### config.mk
export PLATFORM = sky130hd
export DESIGN_NAME = fetch_prefetch_unit_flat
export DESIGN_NICKNAME = d
export VERILOG_FILES = /design/src/rtl/fetch_prefetch_unit_if.sv /design/src/rtl/fetch_prefetch_unit.sv /design/src/flat_wrapper.sv
export SDC_FILE = /design/constraint.sdc
export NUM_CORES = 1
export LEC_CHECK = 0
export CORE_AREA = 3 3 248 202
export DETAILED_ROUTE_END_ITERATION = 8
export DIE_AREA = 0 0 251 205
export PLACE_DENSITY = 0.45
export SKIP_LAST_GASP = 1
export SLEW_MARGIN = 40
export SYNTH_ARGS = -nofsm -noshare
export SYNTH_HDL_FRONTEND = slang
export SYNTH_SLANG_ARGS = --single-unit
### constraint.sdc
create_clock -name clk -period 7.6 [get_ports clk]
set_input_delay 0.76 -clock clk [delete_from_list [all_inputs] [get_ports clk]]
set_output_delay 0.76 -clock clk [all_outputs]
set_load 0.01 [all_outputs]
### src/rtl/fetch_prefetch_unit_if.sv
`default_nettype none
// ============================================================================
//  Module   : fetch_prefetch_unit_if
//  Purpose  : IMEM request/response, redirect and decode-side bundle for the
//             fetch prefetch unit.
//  Revision : 1.0  initial release
// ============================================================================
interface fetch_prefetch_unit_if;
    logic        imem_req_valid;
    logic        imem_req_ready;
    logic [31:0] imem_req_addr;
    logic        imem_rsp_valid;
    logic [31:0] imem_rsp_data;
    logic        redirect;
    logic [31:0] redirect_pc;
    logic        STALL;
    logic [31:0] pc_out;
    logic [31:0] inst_out;
    logic        inst_valid;

    // Fetch unit side
    modport master (
        output imem_req_valid, imem_req_addr, pc_out, inst_out, inst_valid,
        input  imem_req_ready, imem_rsp_valid, imem_rsp_data,
        input  redirect, redirect_pc, STALL
    );

    // Memory / pipeline side
    modport slave (
        input  imem_req_valid, imem_req_addr, pc_out, inst_out, inst_valid,
        output imem_req_ready, imem_rsp_valid, imem_rsp_data,
        output redirect, redirect_pc, STALL
    );
endinterface
`default_nettype wire

### src/rtl/fetch_prefetch_unit.sv
`default_nettype none
// ============================================================================
//  Module   : fetch_prefetch_unit
//  Purpose  : Sequential instruction fetch with an in-order prefetch queue,
//             redirect flush and stale-response dropping.
//  Revision : 1.0  initial release
// ============================================================================
module fetch_prefetch_unit #(
    parameter logic [31:0] RESET_PC = 32'h8000_0000,
    parameter int unsigned DEPTH    = 4,
    parameter int unsigned MAX_OUT  = 2
) (
    input  wire logic             clk,
    input  wire logic             rst,
    fetch_prefetch_unit_if.master bus
);
    localparam int unsigned c_qw = $clog2(DEPTH);
    localparam int unsigned c_tw = (MAX_OUT > 1) ? $clog2(MAX_OUT) : 1;
    localparam int unsigned c_ow = $clog2(MAX_OUT + 1);

    logic [31:0]     r_fetch_pc;
    logic [31:0]     r_q_pc   [DEPTH];
    logic [31:0]     r_q_inst [DEPTH];
    logic [c_qw-1:0] r_q_rd;
    logic [c_qw-1:0] r_q_wr;
    logic [c_qw:0]   r_q_cnt;
    logic [31:0]     r_tag    [MAX_OUT];
    logic [c_tw-1:0] r_tag_rd;
    logic [c_tw-1:0] r_tag_wr;
    logic [c_ow-1:0] r_out;
    logic [c_ow-1:0] r_drop;

    logic w_req_valid;
    logic w_issue;
    logic w_rsp;
    logic w_drop;
    logic w_push;
    logic w_pop;
    logic w_empty;

    function automatic logic [c_tw-1:0] tag_inc(input logic [c_tw-1:0] p);
        return (32'(p) == MAX_OUT - 1) ? '0 : p + 1'b1;
    endfunction

    // Room is reserved for every in-flight request so a response can always be pushed.
    assign w_req_valid = rst && !bus.redirect
                       && (32'(r_out) < MAX_OUT)
                       && ((32'(r_q_cnt) + 32'(r_out)) < DEPTH);
    assign w_issue     = w_req_valid && bus.imem_req_ready;
    assign w_rsp       = bus.imem_rsp_valid;
    assign w_drop      = w_rsp && (r_drop != '0);
    assign w_push      = rst && w_rsp && (r_drop == '0) && !bus.redirect;
    assign w_empty     = (r_q_cnt == '0);
    assign w_pop       = !w_empty && !bus.STALL && !bus.redirect;

    assign bus.imem_req_valid = w_req_valid;
    assign bus.imem_req_addr  = r_fetch_pc;
    assign bus.inst_valid     = !w_empty;
    assign bus.pc_out         = w_empty ? 32'h0 : r_q_pc[r_q_rd];
    assign bus.inst_out       = w_empty ? 32'h0 : r_q_inst[r_q_rd];

    always_ff @(posedge clk) begin
        if (!rst) begin
            r_fetch_pc <= RESET_PC;
            r_q_rd     <= '0;
            r_q_wr     <= '0;
            r_q_cnt    <= '0;
            r_tag_rd   <= '0;
            r_tag_wr   <= '0;
            r_out      <= '0;
            r_drop     <= '0;
        end else begin
            case ({w_issue, w_rsp})
                2'b10:   r_out <= r_out + 1'b1;
                2'b01:   r_out <= r_out - 1'b1;
                default: ;
            endcase

            if (bus.redirect) begin
                // Everything still in flight belongs to the old path, except a
                // response landing this very cycle, which is discarded here.
                r_fetch_pc <= {bus.redirect_pc[31:2], 2'b00};
                r_q_rd     <= '0;
                r_q_wr     <= '0;
                r_q_cnt    <= '0;
                r_tag_rd   <= '0;
                r_tag_wr   <= '0;
                r_drop     <= w_rsp ? r_out - 1'b1 : r_out;
            end else begin
                if (w_issue) begin
                    r_fetch_pc <= r_fetch_pc + 32'd4;
                    r_tag_wr   <= tag_inc(r_tag_wr);
                end
                if (w_drop) begin
                    r_drop <= r_drop - 1'b1;
                end
                if (w_push) begin
                    r_q_wr   <= r_q_wr + 1'b1;
                    r_tag_rd <= tag_inc(r_tag_rd);
                end
                if (w_pop) begin
                    r_q_rd <= r_q_rd + 1'b1;
                end
                case ({w_push, w_pop})
                    2'b10:   r_q_cnt <= r_q_cnt + 1'b1;
                    2'b01:   r_q_cnt <= r_q_cnt - 1'b1;
                    default: ;
                endcase
            end
        end
    end

    always_ff @(posedge clk) begin
        if (w_issue) begin
            r_tag[r_tag_wr] <= r_fetch_pc;
        end
        if (w_push) begin
            r_q_pc[r_q_wr]   <= r_tag[r_tag_rd];
            r_q_inst[r_q_wr] <= bus.imem_rsp_data;
        end
    end
endmodule
`default_nettype wire

### src/flat_wrapper.sv
// flat-port wrapper written by rule: the top's interface ports become plain ports
module fetch_prefetch_unit_flat 
#(
    parameter logic [31:0] RESET_PC = 32'h8000_0000,
    parameter int unsigned DEPTH    = 4,
    parameter int unsigned MAX_OUT  = 2
)
  (clk, rst, bus_imem_req_valid, bus_imem_req_addr, bus_pc_out, bus_inst_out, bus_inst_valid, bus_imem_req_ready, bus_imem_rsp_valid, bus_imem_rsp_data, bus_redirect, bus_redirect_pc, bus_STALL);
  fetch_prefetch_unit_if bus_i ();
  input  wire logic clk;
  input  wire logic rst;
  output wire logic [$bits(bus_i.imem_req_valid)-1:0] bus_imem_req_valid;
  output wire logic [$bits(bus_i.imem_req_addr)-1:0] bus_imem_req_addr;
  output wire logic [$bits(bus_i.pc_out)-1:0] bus_pc_out;
  output wire logic [$bits(bus_i.inst_out)-1:0] bus_inst_out;
  output wire logic [$bits(bus_i.inst_valid)-1:0] bus_inst_valid;
  input wire logic [$bits(bus_i.imem_req_ready)-1:0] bus_imem_req_ready;
  input wire logic [$bits(bus_i.imem_rsp_valid)-1:0] bus_imem_rsp_valid;
  input wire logic [$bits(bus_i.imem_rsp_data)-1:0] bus_imem_rsp_data;
  input wire logic [$bits(bus_i.redirect)-1:0] bus_redirect;
  input wire logic [$bits(bus_i.redirect_pc)-1:0] bus_redirect_pc;
  input wire logic [$bits(bus_i.STALL)-1:0] bus_STALL;
  assign bus_imem_req_valid = bus_i.imem_req_valid;
  assign bus_imem_req_addr = bus_i.imem_req_addr;
  assign bus_pc_out = bus_i.pc_out;
  assign bus_inst_out = bus_i.inst_out;
  assign bus_inst_valid = bus_i.inst_valid;
  assign bus_i.imem_req_ready = bus_imem_req_ready;
  assign bus_i.imem_rsp_valid = bus_imem_rsp_valid;
  assign bus_i.imem_rsp_data = bus_imem_rsp_data;
  assign bus_i.redirect = bus_redirect;
  assign bus_i.redirect_pc = bus_redirect_pc;
  assign bus_i.STALL = bus_STALL;
  fetch_prefetch_unit #(.RESET_PC(RESET_PC), .DEPTH(DEPTH), .MAX_OUT(MAX_OUT)) u_core (.clk(clk), .rst(rst), .bus(bus_i));
endmodule
Word-level counts from Yosys, hierarchy flattened. Memory sizes are Yosys's and may differ from the RTL's. A register that Yosys moved wholly into a read port is not among the register bits. Cells that the tools add are included.

Register bits: 45. Latch bits: 0. Bits in writable memories: 320. Bits in read-only memories: 0. Bits of input ports: 70. Word-level logic and storage cells: 72. Memories kept: 3.

Memory list: u_core.r_q_inst (words 4, bits a word 32, rd ports 1, clocked after Yosys merged registers in 1, wr ports 1, line fetch_prefetch_unit.sv:23) `logic [31:0] r_q_inst [DEPTH];`; u_core.r_q_pc (words 4, bits a word 32, rd ports 1, clocked after Yosys merged registers in 1, wr ports 1, line fetch_prefetch_unit.sv:22) `logic [31:0] r_q_pc [DEPTH];`; u_core.r_tag (words 2, bits a word 32, rd ports 1, clocked after Yosys merged registers in 1, wr ports 1, line fetch_prefetch_unit.sv:27) `logic [31:0] r_tag [MAX_OUT];`.

$add $sub $neg: 11. $mul: 0. Divide/modulo/power cells: 0. Magnitude comparators: 2. Equality and inequality tests: 4. Shift-type cells: 0. Multiplexer cells: 21. Bitwise logic cells: 1. Reductions and logical operators: 21.

Operator list (count): $mux W32 (4); $add A32 B3 Y32 const B (1); $lt A32 B3 Y1 const B (1); $mux W2 (7); $logic_and A1 B1 Y1 (10); $reduce_bool A2 Y1 (5); $mux W1 (8); $add A2 B1 Y2 const B (3); $pmux W3 S2 (1); $add A3 B2 Y4 (1); $eq A2 B1 Y1 const B (2); $eq A2 B2 Y1 const B (2); $pmux W2 S2 (1); $sub A2 B1 Y2 const B (2); $add A3 B1 Y3 const B (1); $logic_not A1 Y1 (3); $logic_not A3 Y1 (1); $sub A3 B1 Y3 const B (1); $add A1 B1 Y1 const B (2); $logic_not A2 Y1 (1); $lt A2 B2 Y1 const B (1); $reduce_or A2 Y1 (1); $not A1 Y1 (1).

Longest topological paths before layout.
Depth in word-level cells: 7. Mapped depth: 11. Depth with buffers taken out: 11.

Least setup slack after synthesis. No wires, ideal clock.

Kind: input -> register. Start: input port bus_redirect. End: memory u_core.r_q_inst[0][0] (enable). Setup time: 0.427 ns. Arrival time: 2.813 ns. Slack: 4.361 ns. Stages on the path: 5. Path buffers: 1. Cell sequence: clkbuf_1 > inv_1 > nand2_1 > nor2_1 > and2_1.

Cells in the longest elaborated chain, start to end: 4.

RTL lines: start: declaration (line flat_wrapper.sv:20) `input wire logic [$bits(bus_i.redirect)-1:0] bus_redirect;`; $logic_not A1 Y1 (line fetch_prefetch_unit.sv:52) `assign w_push = rst && w_rsp && (r_drop == '0) && !bus.redirect;`; $logic_and A1 B1 Y1 (line fetch_prefetch_unit.sv:52); $mux W1 (line fetch_prefetch_unit.sv:117) `if (w_push) begin`; $mux W1 (not written as such) (line fetch_prefetch_unit.sv:119) `r_q_inst[r_q_wr] <= bus.imem_rsp_data;`; end: declaration (line fetch_prefetch_unit.sv:23).

No other way between the ends.

==> results by group <==
Status
  – Status: finished, final reports clean

Hold path
  – Hold path depth: 2
  – Hold endpoint: u_core.r_q_wr[1]$_SDFFE_PP0P_
  – Hold Path Class: register to register
  – Worst Hold Launch: u_core.r_q_wr[1]$_SDFFE_PP0P_

Setup path
  – Worst reg2reg endpoint: u_core.r_tag[1][4]$_DFFE_PP_
  – CP arrival: 3.14 ns
  – CP Class: register to output port
  – Startpoint types: register
  – WP data required: between 6 and 7 ns
  – Maximum fanout along the worst path: 37
  – R2r worst-path depth: 6
  – R2R setup slack: 4.77 ns
  – Worst reg2reg startpoint: u_core.r_out[1]$_SDFFE_PN0P_
  – Crit end category: output port

GRT
  – Initial antenna violation count: 0
  – Pin count of the biggest net entering global routing: between 60 and 70
  – Number of global-route vias before repair: ~8100
  – Grt total ovfl: 0
  – Total GRT Usage: 13.52%
  – First-pass GRT wire length: approximately 53000 um

Route
  – Metal2 WL: between 15000 and 20000 um
  – Iteration-0 DRC Markers: 418
  – Initial DRT Pass Iterations: 5
  – Drc violations: 0
  – Via/cell ratio: roughly 4.8
  – Highest routed layer: met4
  – Vias post-DR: ~7900
  – Total Wirelength: approximately 35000 um
  – M1 wire length: around 17000 um
  – Remaining antenna violation count: 0
  – Post-DR wirelength/cell: ~21 um
  – Routed wl met3: around 1700 um

Floorplan
  – Core area: between 40000 and 50000 sq um
  – Placement Rows: 72
  – Starting Density: about 30%
  – Chip width: 251 um
  – Die area: 51460 sq um
  – Die Y: between 200 and 250 um
  – Ports: between 150 and 200

Clock network
  – CTS HTree Levels: 2
  – Worst skew pair latency: ~0.52 ns
  – CTS hold repair buffers: 0
  – Clock sink count: 354
  – Post-CTS Resized: 0
  – CTS tree: yes
  – CTS Buf Count: 39
  – Root buffer cell: clkbuf_16
  – Clock transition at path regs: 0.06 ns
  – Postcts setup bufs: 0
  – CTS max path bufs: 3

Synthesis
  – Commonest register cell after synthesis: edfxtp_1
  – Synth unique cells: 61
  – Seq/Total Area, Yosys: between 70% and 80%
  – Post-synthesis cell area: roughly 14000 sq um
  – Number of synthesized flops with an enable pin: just over 300
  – Synth Area per Inst: about 17 sq um
  – Yosys reg bits: 354
  – Share of synthesized registers carrying an async set or reset: 0%
  – YS warnings: 0
  – Mapped Cells: roughly 830

STA
  – Final Hold Viols: 0
  – Endpoints failing setup: 0
  – Worst-margin pin slew: approximately 0.74 ns
  – Max-slew headroom: roughly half
  – RSZ-0062 raised after global routing: false
  – Fmax: approximately 260 MHz
  – Crit path time final: 3.902 ns
  – Tcrit/Tclk final: 51.34%
  – Max-slew violation count: 0
  – Worst clock skew: about 0.013 ns
  – TNS Setup: 0 ns

Layout
  – Post-route insts no fill: 1662
  – Antenna diode count: 0
  – Post-layout nets: 1084
  – Layout filler cell count: ~4500
  – Area growth syn-to-layout: 24.99%
  – Share of cells above drive strength 1: 17.62%

Placement
  – RePlAce Congestion: 0.6799
  – Hpwl dp: about 21000 um
  – Post-Place Cells: roughly 1600
  – I/O Buffers: ~160

Power and ir drop
  – Pwr Density: approximately 240 nW/um^2
  – Peak VDD IR: 0.0001113 V
  – Leakage: ~5.6 nW

Job
  – Max-cap viol count: 0
-- cell usage in the layout (no fill, tap or decap), drive strengths merged, types with 3 or more instances in the layout --
cell type,n
and2,71
clkdlybuf4s50,161
xor2,6
a21oi,12
nand4,11
ha,9
nor4,5
nor3,6
xnor2,8
nor2b,3
clkbuf,54
dfxtp,46
o311ai,9
o21ai,17
or3,9
a311oi,4
and3,8
buf,16
edfxtp,308
mux4,62
nor2,23
conb,4
a31oi,12
a211oi,6
clkinv,13
inv,15
a22oi,5
nand3,25
and4,4
o211ai,3
or4,18
nand2,26
mux2,30
-- report_power, final --
group	switching (mW)	internal (mW)	leakage [nW]
Clock	0.732	1.07	0.600
Sequential	0.0426	2.15	3.16
Combinational	0.108	0.109	1.80
Total	0.882	3.34	5.57
-- metal layers --
layer	vias up	GRT usage [%]
met4	0	3.003
met2	201	21.04
li1	3662	-
met3	41	3.097
met5	-	0
met1	4010	19.37
-- worst max-delay path: stages, from the launching register on --
cell and delay (ns):
dfxtp_4 0.78, buf_6 0.56, mux4_2 0.56, and2_1 0.17, clkdlybuf4s50_1 0.55
-- worst max-delay path by stage --
stage | cells after the start | slack, ns | to
after global routing | 4 | 3.46 | bus_pc_out[6]
after global placement | 6 | 3.72 | u_core.r_q_inst[0][7]$_DFFE_PP_
after floorplan | 5 | 4.36 | u_core.r_q_inst[0][0]$_DFFE_PP_
after detailed placement | 6 | 3.73 | u_core.r_q_inst[2][9]$_DFFE_PP_
final | 4 | 3.70 | bus_pc_out[31]
after CTS | 4 | 3.35 | bus_pc_out[3]
-- through the flow --
step	utilization [%]	hold slack (ns)	power [mW]	instance area [sq um]	setup WS [ns]
global route	37.26	0.5171	4.382	17860	3.465
detailed placement	34.70	0.4917	2.457	16630	3.728
finish	37.26	0.5023	4.218	17860	3.698
floorplan	-	0.4692	2.329	14300	4.361
global placement	34.61	0.4874	2.455	16590	3.719
CTS	37.24	0.5007	4.283	17850	3.347
-- cells in the mapped netlist, types with 10 or more instances --
| library cell | number | share of area, % |
|---|---|---|
| nand3_1 | 23 | 0.81 |
| edfxtp_1 | 308 | 65 |
| dfxtp_1 | 46 | 6.4 |
| or4_1 | 16 | 0.84 |
| o21ai_0 | 17 | 0.60 |
| nor2_1 | 23 | 0.60 |
| inv_1 | 13 | 0.34 |
| clkbuf_1 | 34 | 0.89 |
| mux2_2 | 30 | 2.4 |
| and2_1 | 71 | 3.1 |
| a21oi_1 | 12 | 0.42 |
| a31oi_1 | 12 | 0.53 |
| nand2_1 | 26 | 0.68 |
| mux4_2 | 62 | 9.8 |
| nand4_1 | 10 | 0.44 |
-- logic make-up after synthesis --
family                   Yosys count  synth area share [%]
AND/OR/NAND/NOR                  216                 8.916
AO/OA/AOI/OAI                     82                 3.941
XOR/XNOR                          14                0.8583
adder cells (fa/ha/maj)           10                0.9284
buffers and inverters             65                 2.006
multiplexers                      92                 12.14
flip-flops                       354                 71.19
other                              1               0.02625
-- flip-flops by register name, indices dropped and copies added (netlist names), named ones only --
signal	cells
u_core.r_q_rd	2
u_core.r_q_inst	128
u_core.r_q_wr	2
u_core.r_out	2
u_core.r_q_pc	120
u_core.r_tag_wr	1
u_core.r_tag_rd	1
u_core.r_q_cnt	3
u_core.r_tag	60
u_core.bus.imem_req_addr	30
u_core.r_drop	2
-- cell type report --
class	count	area [sq um]	share of cell area (%)
timing repair buffer	177	1764	9.880
clock inverter	16	125.1	0.7007
clock buffer	54	1095	6.131
tap	629	787.0	4.408
inverter	14	52.55	0.2943
sequential	354	10180	57.00
multi-input combinational	418	3855	21.59
(Power assumes the default switching activity.)
